### config.mk
export PLATFORM = sky130hd
export DESIGN_NAME = dac8_stream_out
export DESIGN_NICKNAME = d
export VERILOG_FILES = /design/src/rtl/dac8_stream_out.sv
export SDC_FILE = /design/constraint.sdc
export NUM_CORES = 1
export LEC_CHECK = 0
export ABC_AREA = 1
export ABC_CLOCK_PERIOD_IN_PS = 3100
export CAP_MARGIN = 15
export CORE_MARGIN = 2
export CORE_UTILIZATION = 50
export CTS_CLUSTER_DIAMETER = 60
export DETAILED_ROUTE_END_ITERATION = 12
export DONT_BUFFER_PORTS = 1
export PLACE_DENSITY = 0.72
export SLEW_MARGIN = 40
export SYNTH_ARGS = -nofsm -noshare
export SYNTH_HDL_FRONTEND = slang
export SYNTH_SLANG_ARGS = --single-unit
### constraint.sdc
create_clock -name i_clk -period 3.1 [get_ports i_clk]
set_clock_uncertainty 0.1 [all_clocks]
set_input_delay 0.62 -clock i_clk [delete_from_list [all_inputs] [get_ports i_clk]]
set_output_delay 0.62 -clock i_clk [all_outputs]
set_load 0.02 [all_outputs]
### src/rtl/dac8_stream_out.sv
// dac8_stream_out: takes samples from a valid/ready stream into a FIFO and plays them out to an 8-bit parallel DAC.
// It also generates the DAC clock. Define DAC8_UNDERFLOW_COUNT_EN to enable the saturating underflow counter.
module dac8_stream_out #(
  parameter int         CLK_DIV     = 4,
  parameter int         FIFO_DEPTH  = 8,
  parameter int         PRIME_LEVEL = 2,
  parameter logic [7:0] IDLE_CODE   = 8'h80
) (
  input  logic                        i_clk,
  input  logic                        i_rst_n,
  input  logic                        i_en,
  input  logic [7:0]                  i_data,
  input  logic                        i_valid,
  output logic                        o_ready,
  output logic [7:0]                  o_dac_data,
  output logic                        o_dac_clk,
  output logic                        o_busy,
  output logic [$clog2(FIFO_DEPTH):0] o_level,
  output logic                        o_underflow,
  output logic [15:0]                 o_underflow_cnt
);

  localparam int AW = $clog2(FIFO_DEPTH);
  localparam int LW = AW + 1;
  localparam int DW = (CLK_DIV > 2) ? $clog2(CLK_DIV) : 1;
  localparam logic [DW-1:0] DIV_LAST  = DW'(CLK_DIV - 1);
  localparam logic [DW-1:0] DIV_HALF  = DW'(CLK_DIV / 2);
  localparam logic [DW-1:0] DIV_SLOT  = DW'(CLK_DIV / 2 - 1);
  localparam logic [LW-1:0] LVL_FULL  = LW'(FIFO_DEPTH);
  localparam logic [LW-1:0] LVL_PRIME = LW'(PRIME_LEVEL);

  typedef enum logic [1:0] {ST_IDLE, ST_PRIME, ST_RUN} state_t;

  state_t        r_state, w_stateNext;
  logic [DW-1:0] r_divCnt, w_divNext;
  logic          r_dacClk, w_dacClkNext;
  logic [7:0]    r_dacData, w_dataNext;
  logic [7:0]    r_mem [FIFO_DEPTH];
  logic [AW-1:0] r_wrPtr, r_rdPtr;
  logic [LW-1:0] r_level;
  logic          r_underflow;
  logic          w_push, w_pop, w_starved, w_slot, w_wrap;

  assign o_ready     = (r_level != LVL_FULL);
  assign w_push      = i_valid & o_ready;
  assign w_slot      = (r_state != ST_IDLE) && (r_divCnt == DIV_SLOT);
  assign w_wrap      = (r_state != ST_IDLE) && (r_divCnt == DIV_LAST);
  assign o_dac_data  = r_dacData;
  assign o_dac_clk   = r_dacClk;
  assign o_busy      = (r_state != ST_IDLE);
  assign o_level     = r_level;
  assign o_underflow = r_underflow;

  always_comb begin
    w_stateNext = r_state;
    w_divNext   = r_divCnt;
    w_dataNext  = r_dacData;
    w_pop       = 1'b0;
    w_starved   = 1'b0;
    unique case (r_state)
      ST_IDLE: begin
        w_divNext  = '0;
        w_dataNext = IDLE_CODE;
        if (i_en) w_stateNext = ST_PRIME;
      end
      ST_PRIME: begin
        w_divNext = w_wrap ? '0 : r_divCnt + DW'(1);
        if (w_slot && (r_level >= LVL_PRIME)) begin
          w_pop       = 1'b1;
          w_dataNext  = r_mem[r_rdPtr];
          w_stateNext = ST_RUN;
        end
      end
      ST_RUN: begin
        w_divNext = w_wrap ? '0 : r_divCnt + DW'(1);
        if (w_slot) begin
          if (r_level != '0) begin
            w_pop      = 1'b1;
            w_dataNext = r_mem[r_rdPtr];
          end else begin
            w_starved = 1'b1;
          end
        end
      end
      default: begin
        w_stateNext = ST_IDLE;
        w_divNext   = '0;
      end
    endcase
    // A disable only lands on the wrap edge, so the final DAC period is never truncated.
    if (w_wrap && !i_en) begin
      w_stateNext = ST_IDLE;
      w_divNext   = '0;
      w_dataNext  = IDLE_CODE;
    end
    w_dacClkNext = (w_stateNext != ST_IDLE) && (w_divNext < DIV_HALF);
  end

  always_ff @(posedge i_clk or negedge i_rst_n) begin
    if (!i_rst_n) begin
      r_state     <= ST_IDLE;
      r_divCnt    <= '0;
      r_dacClk    <= 1'b0;
      r_dacData   <= IDLE_CODE;
      r_wrPtr     <= '0;
      r_rdPtr     <= '0;
      r_level     <= '0;
      r_underflow <= 1'b0;
    end else begin
      r_state     <= w_stateNext;
      r_divCnt    <= w_divNext;
      r_dacClk    <= w_dacClkNext;
      r_dacData   <= w_dataNext;
      r_underflow <= w_starved;
      if (w_push) r_wrPtr <= r_wrPtr + AW'(1);
      if (w_pop)  r_rdPtr <= r_rdPtr + AW'(1);
      unique case ({w_push, w_pop})
        2'b10:   r_level <= r_level + LW'(1);
        2'b01:   r_level <= r_level - LW'(1);
        default: r_level <= r_level;
      endcase
    end
  end

  // Storage needs no reset; the reset level and pointers already make it empty.
  always_ff @(posedge i_clk) begin
    if (w_push) r_mem[r_wrPtr] <= i_data;
  end

`ifdef DAC8_UNDERFLOW_COUNT_EN
  logic [15:0] r_ufCnt;

  always_ff @(posedge i_clk or negedge i_rst_n) begin
    if (!i_rst_n) begin
      r_ufCnt <= 16'h0000;
    end else if ((r_state == ST_IDLE) && i_en) begin
      r_ufCnt <= 16'h0000;
    end else if (w_starved && (r_ufCnt != 16'hFFFF)) begin
      r_ufCnt <= r_ufCnt + 16'd1;
    end
  end

  assign o_underflow_cnt = r_ufCnt;
`else
  assign o_underflow_cnt = 16'h0000;
`endif

endmodule

==> reports/qor.yml <==
cts:
  tritoncts: "yes"
  htree_levels: 3
  cts_made_buffers: 9
  clkLatencyLatePin_ps: 350
  cts_root_buf: "clkbuf_8"
  post_cts.repair.setup_buffers: 0
  cts_hold_buf: 2
  clk_pin_slew_worst_paths_ps: 90
  cts_sinks: 88
  ctsResizeCount: 0
  cts_buffer_depth: 2
worst_setup_path:
  cp-end-kind: "register"
  critPathKind: "reg2reg"
  cp.required_ps: 3240
  timing.rr.start: "r_state[0]$_DFF_PN0_"
  slowest_stage: "dfrtp_1"
  cp_top_family: "adder cells"
  path_depth: 13
  crit_buf_inv: 1
  r2r_setup_slack_ps: 320
  cp_slowest_stage_delay_ps: 410
  worstPathMaxFanout: 6
  arrival_ps: 2930
  r2r-end: "o_level[3]$_DFFE_PN0P_"
  reg2reg_depth: 13
  worstSetupStartpointType: "register"
  path_cells: "inv_1 > ha_1 > nor2_4 > nand3_2 > a21oi_4 > ha_1 > ha_1 > a21oi_1 > nand2_1 > a21oi_1 > o21ai_0 > nand2_1 > nand2_1"
power_and_ir_drop:
  powerDensity_nw_per_um2: 874
  total_power_mw: 3.73
  peakVddDrop_v: 0.000370
  leakage_nw: 1.74
floorplan:
  start_util: 0.516
  placeableCoreArea_um2: 7730
  die_w_um: 93.3
  rows: 32
  dieArea_um2: 8700
  ios: 44
  die_h_um: 93.3
detailed_routing:
  route.detailed.wl_per_inst_um: 15.8
  dr.pass1.iters: 4
  dr_total_vias: 2443
  wl_mm: 7.54
  drt-vias-per-instance: 5.11
  ant_nets: 0
  drcViolationCount: 0
  drt_iter0_drc: 152
logic_synthesis:
  synthCells: 356
  synth_top_area_cell: "edfxtp_1"
  synth_edf_count: 64
  ys_top_cells_by_count: "81 x nand2_1, 64 x edfxtp_1, 33 x nor2_1, 23 x dfrtp_1"
  synth_seq_cells: 88
  yosysMostFrequentCell: "nand2_1"
  synth.top_cell.area_share: 0.482
  async_flop_share: 0.273
  netlist_top_cells_area: "edfxtp_1 48%, dfrtp_1 14%, nand2_1 7.6%, buf_4 3.8%, ha_1 3.5%"
  ys_seq_area_frac: 0.633
  synth_flop_cell: "edfxtp_1"
  syn_area_um2: 3990
  yosysUniqueCellTypes: 34
  synth.avg_cell_area_um2: 11.2
  yosys_warnings: 0
sta:
  max_freq_ghz: 0.359
  setup_viol: 0
  min_period_ps: 2780
  relSlewSlack: 0.542
  hold_slack_ps: 257
  post-route-period-util: 0.898
  finalHoldViolCount: 0
  rsz0062_at_grt: "no"
  finalSetupTns_ps: 0
  drv_slew: 0
  tightest_slew_ps: 686
layout:
  nets: 395
  drive_above_1_share: 0.152
  finalInstanceArea_um2: 4270
  antenna-diode-count: 0
  syn_to_final_growth_pct: 7.16
hold_path:
  hold_path_end: "r_mem[4][3]$_DFFE_PP_"
  hold_depth: 0
  hp-class: "in2reg"
  min-delay-start: "i_data[3]"
job:
  max-cap-violations: 0
place:
  io_buffer_count: 0
  routabilityCongestion: 0.833
  place_hpwl_mm: 4.93
  postPlaceCellArea_um2: 4050
global_route:
  grt_first_pass_wirelength_mm: 12.0
  grt_usage: 0.185
  grt_max_degree: 35
  grt-ovfl-total: 0
  grt_pass1_vias: 2394
  antenna_found_initial: 0
outcome:
  status: "finished clean"
==> routing by layer <==
layer,track usage,vias to the layer above,wire length (um)
met5,0,-,0
met4,0.0600,0,97
met3,0.0548,7,402
met2,0.305,69,3750
met1,0.236,1165,3290
li1,-,1202,-
==> state kept, by name, summed over array words and instances, names as in the netlist, 2 cells and up <==
signal,count
r_mem,64
o_dac_data,8
o_level,4
r_rdPtr,3
r_wrPtr,3
r_divCnt,2
r_state,2
==> kinds of logic (layout without fill, tap and decap cells) <==
| family | count (synthesis) | count (layout) | synth area share |
|---|---|---|---|
| other cells | 1 | 16 | 0.000941 |
| simple gates | 146 | 146 | 0.159 |
| fa+ha+maj | 12 | 12 | 0.0396 |
| compound gates | 55 | 55 | 0.0823 |
| flops | 88 | 88 | 0.633 |
| buf+inv | 50 | 55 | 0.0760 |
| xor+xnor | 4 | 4 | 0.00879 |
==> area by class of cell <==
cell class | count | area, um^2
Fill cell | 654 | 3460
Sequential cell | 88 | 2520
Multi-Input combinational cell | 233 | 1210
Tap cell | 102 | 128
Clock buffer | 9 | 124
Timing Repair Buffer | 14 | 120
Inverter | 25 | 96.3
Clock inverter | 7 | 63.8
==> worst max path at each step <==
stage	from	to	slack, ps
after detailed placement	r_state[0]$_DFF_PN0_	o_level[3]$_DFFE_PN0P_	330
after global placement	r_state[0]$_DFF_PN0_	o_level[3]$_DFFE_PN0P_	520
final	r_state[0]$_DFF_PN0_	o_level[3]$_DFFE_PN0P_	320
after floorplan	r_state[0]$_DFF_PN0_	o_level[3]$_DFFE_PN0P_	630
after global routing	r_state[0]$_DFF_PN0_	o_level[3]$_DFFE_PN0P_	80
after CTS	r_state[0]$_DFF_PN0_	o_level[3]$_DFFE_PN0P_	320
==> power by group <==
group / total (mW) / internal (mW) / leakage (nW) / switching, mW
registers: 1.74 / 1.52 / 0.886 / 0.226
logic: 1.25 / 0.403 / 0.757 / 0.846
clock network: 0.740 / 0.306 / 0.0934 / 0.434
==> metrics by stage <==
step	setup slack (ps)	util	cells
after CTS	322	0.553	478
after global routing	78.3	0.553	478
final	318	0.553	478
after detailed placement	326	0.524	460
after global placement	519	0.524	460
after floorplan	630	-	371
==> cell usage in the layout (no fill, tap or decap), types with 3 or more instances in the layout <==
master / count
xor2_1: 3
ha_1: 11
dfrtp_1: 23
inv_6: 3
nand2_1: 81
conb_1: 16
inv_2: 3
o22ai_1: 14
o21ai_2: 5
o21ai_0: 11
o21ai_1: 18
buf_4: 12
clkbuf_8: 9
nor2_1: 33
nand3_1: 9
edfxtp_1: 64
nor2_2: 7
inv_1: 20
nand2_2: 6
a21oi_1: 4
Power figures use the tool's default switching activity.
